File: src/rtl/refresh_sequencer.sv
// refresh_sequencer: refresh initiator for the GC-DRAM macro.
// A free-running interval timer raises a refresh request. Each request sweeps every row as
// read -> capture -> write-back. Single-beat host commands are passed to the macro while idle.
// Ports:
//   clk, rst            rising-edge clock, asynchronous active-high reset
//   host_*_i / host_*_o host command port (req/we/addr/wdata in; ready/rvalid/rdata out)
//   mem_*_o / mem_*_i   memory macro port (en/we/addr/wdata out; rdata in, one-cycle read latency)
//   refresh_active_o    a sweep is in progress
//   refresh_overrun_o   sticky flag: a tick arrived while a refresh was pending or running
module refresh_sequencer #(
    parameter int ADDR_BITS        = 7,
    parameter int DATA_W           = 32,
    parameter int NUM_ROWS         = 128,
    parameter int REFRESH_INTERVAL = 1000
) (
    input  logic                 clk,
    input  logic                 rst,
    input  logic                 host_req_i,
    input  logic                 host_we_i,
    input  logic [ADDR_BITS-1:0] host_addr_i,
    input  logic [DATA_W-1:0]    host_wdata_i,
    output logic                 host_ready_o,
    output logic                 host_rvalid_o,
    output logic [DATA_W-1:0]    host_rdata_o,
    output logic                 mem_en_o,
    output logic                 mem_we_o,
    output logic [ADDR_BITS-1:0] mem_addr_o,
    output logic [DATA_W-1:0]    mem_wdata_o,
    input  logic [DATA_W-1:0]    mem_rdata_i,
    output logic                 refresh_active_o,
    output logic                 refresh_overrun_o
);

    localparam int TMR_W = (REFRESH_INTERVAL > 2) ? $clog2(REFRESH_INTERVAL) : 1;
    localparam logic [TMR_W-1:0]     TMR_RELOAD = TMR_W'(REFRESH_INTERVAL - 1);
    localparam logic [ADDR_BITS-1:0] LAST_ROW   = ADDR_BITS'(NUM_ROWS - 1);

    localparam logic [1:0] IDLE    = 2'd0;
    localparam logic [1:0] REF_RD  = 2'd1;
    localparam logic [1:0] REF_CAP = 2'd2;
    localparam logic [1:0] REF_WB  = 2'd3;

    logic [1:0]           state_q, state_d;
    logic [TMR_W-1:0]     timer_q, timer_d;
    logic [ADDR_BITS-1:0] row_q, row_d;
    logic [DATA_W-1:0]    buf_q, buf_d;
    logic                 pending_q, pending_d;
    logic                 overrun_q, overrun_d;
    logic                 rvalid_q, rvalid_d;
    logic                 tick;

    assign tick    = (timer_q == '0);
    assign timer_d = tick ? TMR_RELOAD : timer_q - 1'b1;

    always_comb begin
        state_d      = state_q;
        row_d        = row_q;
        buf_d        = buf_q;
        // A tick always leaves a request behind; it is an overrun if the previous
        // one has not been picked up yet or a sweep is still running.
        pending_d    = pending_q | tick;
        overrun_d    = overrun_q | (tick & (pending_q | (state_q != IDLE)));
        mem_en_o     = 1'b0;
        mem_we_o     = 1'b0;
        mem_addr_o   = row_q;
        mem_wdata_o  = buf_q;
        host_ready_o = 1'b0;

        case (state_q)
            IDLE: begin
                if (pending_q) begin
                    state_d   = REF_RD;
                    // A tick landing on the very cycle the request is consumed re-arms it.
                    pending_d = tick;
                end else begin
                    host_ready_o = 1'b1;
                    if (host_req_i) begin
                        mem_en_o    = 1'b1;
                        mem_we_o    = host_we_i;
                        mem_addr_o  = host_addr_i;
                        mem_wdata_o = host_wdata_i;
                    end
                end
            end
            REF_RD: begin
                mem_en_o = 1'b1;
                state_d  = REF_CAP;
            end
            REF_CAP: begin
                buf_d   = mem_rdata_i;
                state_d = REF_WB;
            end
            REF_WB: begin
                mem_en_o = 1'b1;
                mem_we_o = 1'b1;
                if (row_q == LAST_ROW) begin
                    row_d   = '0;
                    state_d = IDLE;
                end else begin
                    row_d   = row_q + 1'b1;
                    state_d = REF_RD;
                end
            end
            default: state_d = IDLE;
        endcase

        rvalid_d = host_ready_o & host_req_i & ~host_we_i;
    end

    always_ff @(posedge clk or posedge rst) begin
        if (rst) begin
            state_q   <= IDLE;
            timer_q   <= TMR_RELOAD;
            row_q     <= '0;
            buf_q     <= '0;
            pending_q <= 1'b0;
            overrun_q <= 1'b0;
            rvalid_q  <= 1'b0;
        end else begin
            state_q   <= state_d;
            timer_q   <= timer_d;
            row_q     <= row_d;
            buf_q     <= buf_d;
            pending_q <= pending_d;
            overrun_q <= overrun_d;
            rvalid_q  <= rvalid_d;
        end
    end

    assign host_rvalid_o     = rvalid_q;
    assign host_rdata_o      = mem_rdata_i;
    assign refresh_active_o  = (state_q != IDLE);
    assign refresh_overrun_o = overrun_q;

endmodule

File: config.mk
export PLATFORM = sky130hd
export DESIGN_NAME = refresh_sequencer
export DESIGN_NICKNAME = d
export VERILOG_FILES = /design/src/rtl/refresh_sequencer.sv
export SDC_FILE = /design/constraint.sdc
export NUM_CORES = 1
export LEC_CHECK = 0
export CAP_MARGIN = 20
export CORE_ASPECT_RATIO = 0.5
export CORE_MARGIN = 8
export CORE_UTILIZATION = 40
export DETAILED_ROUTE_END_ITERATION = 8
export MAX_ROUTING_LAYER = met4
export PLACE_DENSITY = 0.8
export SLEW_MARGIN = 10
export SYNTH_ARGS = -nofsm -noshare
export SYNTH_HDL_FRONTEND = slang
export SYNTH_SLANG_ARGS = --single-unit
File: constraint.sdc
create_clock -name clk -period 2.4 [get_ports clk]
set_clock_uncertainty 0.1 [all_clocks]
set_input_delay 0.48 -clock clk [delete_from_list [all_inputs] [get_ports clk]]
set_output_delay 0.48 -clock clk [all_outputs]
set_load 0.02 [all_outputs]
# == After elaboration in Yosys (flattened, before gate mapping) ==
# Index checks and enable logic that the tools add are counted.
# op_classes
addsub,2
n_reduce_logical,4
n_bitwise,7
eq_ne,5
n_mux,21
# ops
cell,count
2-to-1 mux 32 bit,3
2-to-1 mux 7 bit,4
logical NOT 10 bit,1
2-to-1 mux 10 bit,1
subtractor 10 x 1 -> 10 bit (second input constant),1
2-to-1 mux 1 bit,9
one-hot mux 2 bit (4 select lines),1
adder 7 x 1 -> 7 bit (second input constant),1
equality test 7 bit (second input constant),1
equality test 2 bit (second input constant),2
one-hot mux 1 bit (2 select lines),2
AND 1 bit,3
OR 1 bit,3
equality test 2 x 1 -> 1 bit (second input constant),1
logical NOT 2 bit,1
2-to-1 mux 2 bit,1
!= test 2 bit (second input constant),1
nonzero test 2 bit,1
OR reduction 2 bit,1
NOT 1 bit,1
# word_totals
regBits,54
output_inout_bits,77
elab_cells,46
input_bits,75

# == Longest topological paths before layout ==
# logic_depth
depth_word,4
ltp_mapped,7
mapped_depth_nobuf,5

# == Worst setup path after synthesis ==
# OpenSTA, ideal clock, no wires.
# synth_path
path_type,register to output
startpoint,register state_q[0]
endpoint,output mem_wdata_o[5]
path_slack_ps,121
arrival_time_ps,1699
path_buffers,2
required_ps,1820
stages_incl_launch_ff,8
path_cell_list,dfrtp_1 inv_1 ha_1 nor2b_1 buf_2 nand2_2 buf_6 mux2_1
# synth_via
elab_chain_cells,2
# synth_lines
element,line_no,text
start: declaration,43,"logic [1:0] state_q, state_d;"
start signal: assignment,120,state_q <= state_d;
logical NOT 2 bit,69,case (state_q)
2-to-1 mux 32 bit,69,
end: declaration,28,"output logic [DATA_W-1:0] mem_wdata_o,"
# Every way passes these cells.

# == Worst setup path after layout ==
# layout_path
startpoint,register state_q[0]
endpoint,output mem_wdata_o[8]
# Same word-level chain as after synthesis.

==> impl_metrics.json <==
{
  "status": "finished with violations",
  "finalCritPeriodShare_pct": 103,
  "critPathLaunchType": "register",
  "clk_latency_ns": 0.29,
  "place_area_um2": 4450,
  "arrival_ns": 1.89,
  "synthToLayoutAreaGrowth_pct": 55.0,
  "relSlewSlack_pct": 70.3,
  "stdcell_count": 481,
  "endpoint_kind": "output port",
  "synth_fp_nets": 326,
  "min_path_type": "register to register",
  "fmax_mhz": 404,
  "num_vias": 2310,
  "die_area_um2": 10700,
  "core_area_um2": 7290,
  "initial_core_util_pct": 41.1,
  "p_leak_nw": 2.03,
  "ys_seq_area_share_pct": 45.4,
  "placed_cells": 462,
  "clockRootBuffer": "clkbuf_16",
  "max_stage_delay_ns": 0.41,
  "grt_pass1_wl_um": 14300,
  "synth.most_common_cell": "mux2_2",
  "numPortBuffers": 151,
  "setup_slack_ns": -0.0739,
  "gp_congestion": 0.764,
  "worstHoldEndpoint": "timer_q[0]$_DFF_PP1_",
  "vdd_drop_max_v": 0.000298,
  "synth_seq_cells": 54,
  "crit_slowest_cell": "dfrtp_1",
  "rrSetupSlack_ns": 0.48,
  "worstHoldStart": "timer_q[0]$_DFF_PP1_",
  "r2r-end": "row_q[5]$_DFFE_PP0P_",
  "crit_type": "register to output port",
  "ys_types": 36,
  "wl_per_cell_um": 18.5,
  "netlist_area_um2": 3000,
  "clkTransAtPathRegs_ns": 0.07,
  "synthCells": 244,
  "hold_ws_ns": 0.361,
  "synth_top_cell_by_area": "dfrtp_1",
  "crit_path_max_fanout": 8,
  "synth_common_cells": "mux2_2 (69), dfrtp_1 (46), buf_4 (32)",
  "worst_pin_slew_ns": 0.444,
  "maxCapViolCount": 0,
  "worstSetupStartpoint": "state_q[0]$_DFFE_PP0N_",
  "drive_gt1_share_pct": 41.0,
  "r2r_cells": 7,
  "synth-edff-count": 0,
  "wl_um": 8920,
  "yosys_warnings": 0,
  "drt_iter0_markers": 64,
  "min_delay_path_depth": 1,
  "critPathTopFamily": "buffers and inverters",
  "dieWidth_um": 138,
  "crit_top_cell": "buf_6",
  "diodes": 0,
  "period_needed_ns": 2.47,
  "rsz0062_at_grt": "true",
  "crit_chain": "inv_2, ha_4, nor2b_4, nand2_4, buf_12, buf_6, mux2_4, buf_6",
  "cts-htree-levels": 2,
  "design_area_um2": 4640,
  "dp_hpwl_um": 6780,
  "viasPerCell": 4.80,
  "clockBufferDepth": 2,
  "grt_pass1_vias": 2629,
  "synth_top_area_share_pct": 38.4,
  "std_cell_rows": 22,
  "holdBufCountCts": 0,
  "synthFlopType": "dfrtp_1",
  "violations": "setup timing",
  "io_pins": 152,
  "clkSinkCount": 54,
  "fillers": 554,
  "cp_num_buf_inv": 4,
  "dr.pass1.iters": 4,
  "synth.avg_cell_area_um2": 12.3,
  "nNetsFinal": 466,
  "r2r-start": "state_q[0]$_DFFE_PP0N_",
  "cts_tree": "built",
  "chipHeight_um": 77.2,
  "setup_viol": 6,
  "drc": 0,
  "numCtsBuffers": 5,
  "ant_nets": 0,
  "grt_max_degree": 36,
  "antenna_found_initial": 0,
  "hold_violations": 0,
  "pwr_density_cell_nw_per_um2": 462,
  "synthTopCellsByArea": "dfrtp_1 (38%), mux2_2 (26%), buf_4 (8.0%)",
  "drv_slew": 0,
  "required_ns": 1.82,
  "async_flop_share_pct": 100,
  "track_usage_pct": 16.8,
  "grt-ovfl-total": 0
}
area by class of cell:
type	instances	area, um^2	share of cell area, %
clock buffer	7	133	2.86
clock inverter	1	30.0	0.647
inverter	7	26.3	0.566
multi-input combinational	141	1350	29.1
sequential	54	1360	29.3
tap	96	120	2.59
timing repair buffer	175	1620	35.0
registers in the layout (all words and copies together) (netlist names):
register	flops
buf_q	32
row_q	7
refresh_overrun_o	1
state_q	2
host_rvalid_o	1
timer_q	10
pending_q	1
what timing repair did:
action | CTS | global route
pin swaps | 2 | 2
resized for setup | 178 | 35
buffers inserted | 5 | 7
endpoints found under the setup margin | 42 | 42
gates cloned | 1 | 0
cells by family (layout without fill, tap and decap cells):
kind of cell             Yosys count  in the layout  share of synthesized area [%]
AO/OA/AOI/OAI                     15             15                           3.30
multiplexers                      73             73                           27.4
AND/OR/NAND/NOR                   37             37                           6.97
flip-flops                        54             54                           45.4
buffers and inverters             49            190                           11.3
adder cells (fa/ha/maj)            7              7                           2.92
XOR/XNOR                           9              9                           2.63
placed cells by master (no fill, tap or decap), drive strengths merged:
cell type / count
nand4: 3
nor4: 1
mux2: 73
inv: 7
o22a: 1
a31oi: 2
o21ai: 4
clkbuf: 8
bufinv: 1
o211a: 1
dlymetal6s2s: 1
o21bai: 1
nand4b: 1
ha: 7
o21a: 1
dfstp: 8
nand2: 10
nor2: 8
a22oi: 1
nand2b: 2
or3: 3
xor2: 4
nor3b: 1
nor3: 1
xnor2: 5
dlygate4sd2: 1
o31ai: 2
clkdlybuf4s50: 108
a21oi: 2
nand3: 3
dfrtp: 46
buf: 64
nor2b: 1
and2: 2
or4: 1
routing by layer:
metal / share of wire, % / wire length, um / track usage, %
met5: 0 / 0 / -
met4: 0.94 / 84 / 3.23
met3: 3.5 / 313 / 2.89
met2: 60 / 5350 / 34.3
met1: 36 / 3170 / 16.4
through the flow:
stage	setup slack, ns	util, %	power [mW]	setup TNS [ns]
after global placement	-0.313	61.0	1.36	-11.65
after CTS	-0.0874	62.3	2.15	-0.497
after global routing	-0.118	63.7	2.22	-1.47
after detailed placement	-0.323	61.0	1.37	-12.00
final	-0.0739	63.7	2.14	-0.318
after floorplan	0.121	-	1.14	0
worst max path at each step:
stage                           end  slack, ns  cells past startpoint
finish               mem_wdata_o[8]      -0.07                      8
global route          mem_addr_o[6]      -0.12                      8
CTS                  mem_wdata_o[8]      -0.09                      8
detailed placement   mem_wdata_o[7]      -0.32                      5
global placement    mem_wdata_o[18]      -0.31                      5
floorplan            mem_wdata_o[5]       0.12                      7
worst register-to-register path: cells and delay by family, from the launching register on:
family,cells,cell delay (ns)
and+or+nand+nor,2,0.50
buffers and inverters,3,0.43
adders and majority gates,1,0.24
AOI/OAI and AO/OA,1,0.18
DFF,1,0.38
report_power, final:
| part | internal, mW | leakage (nW) | switching (mW) |
|---|---|---|---|
| Clock | 0.494 | 0.0781 | 0.316 |
| Combinational | 0.223 | 1.33 | 0.160 |
| Sequential | 0.938 | 0.619 | 0.0140 |
| Total | 1.65 | 2.03 | 0.490 |
Power figures use the tool's default switching activity.
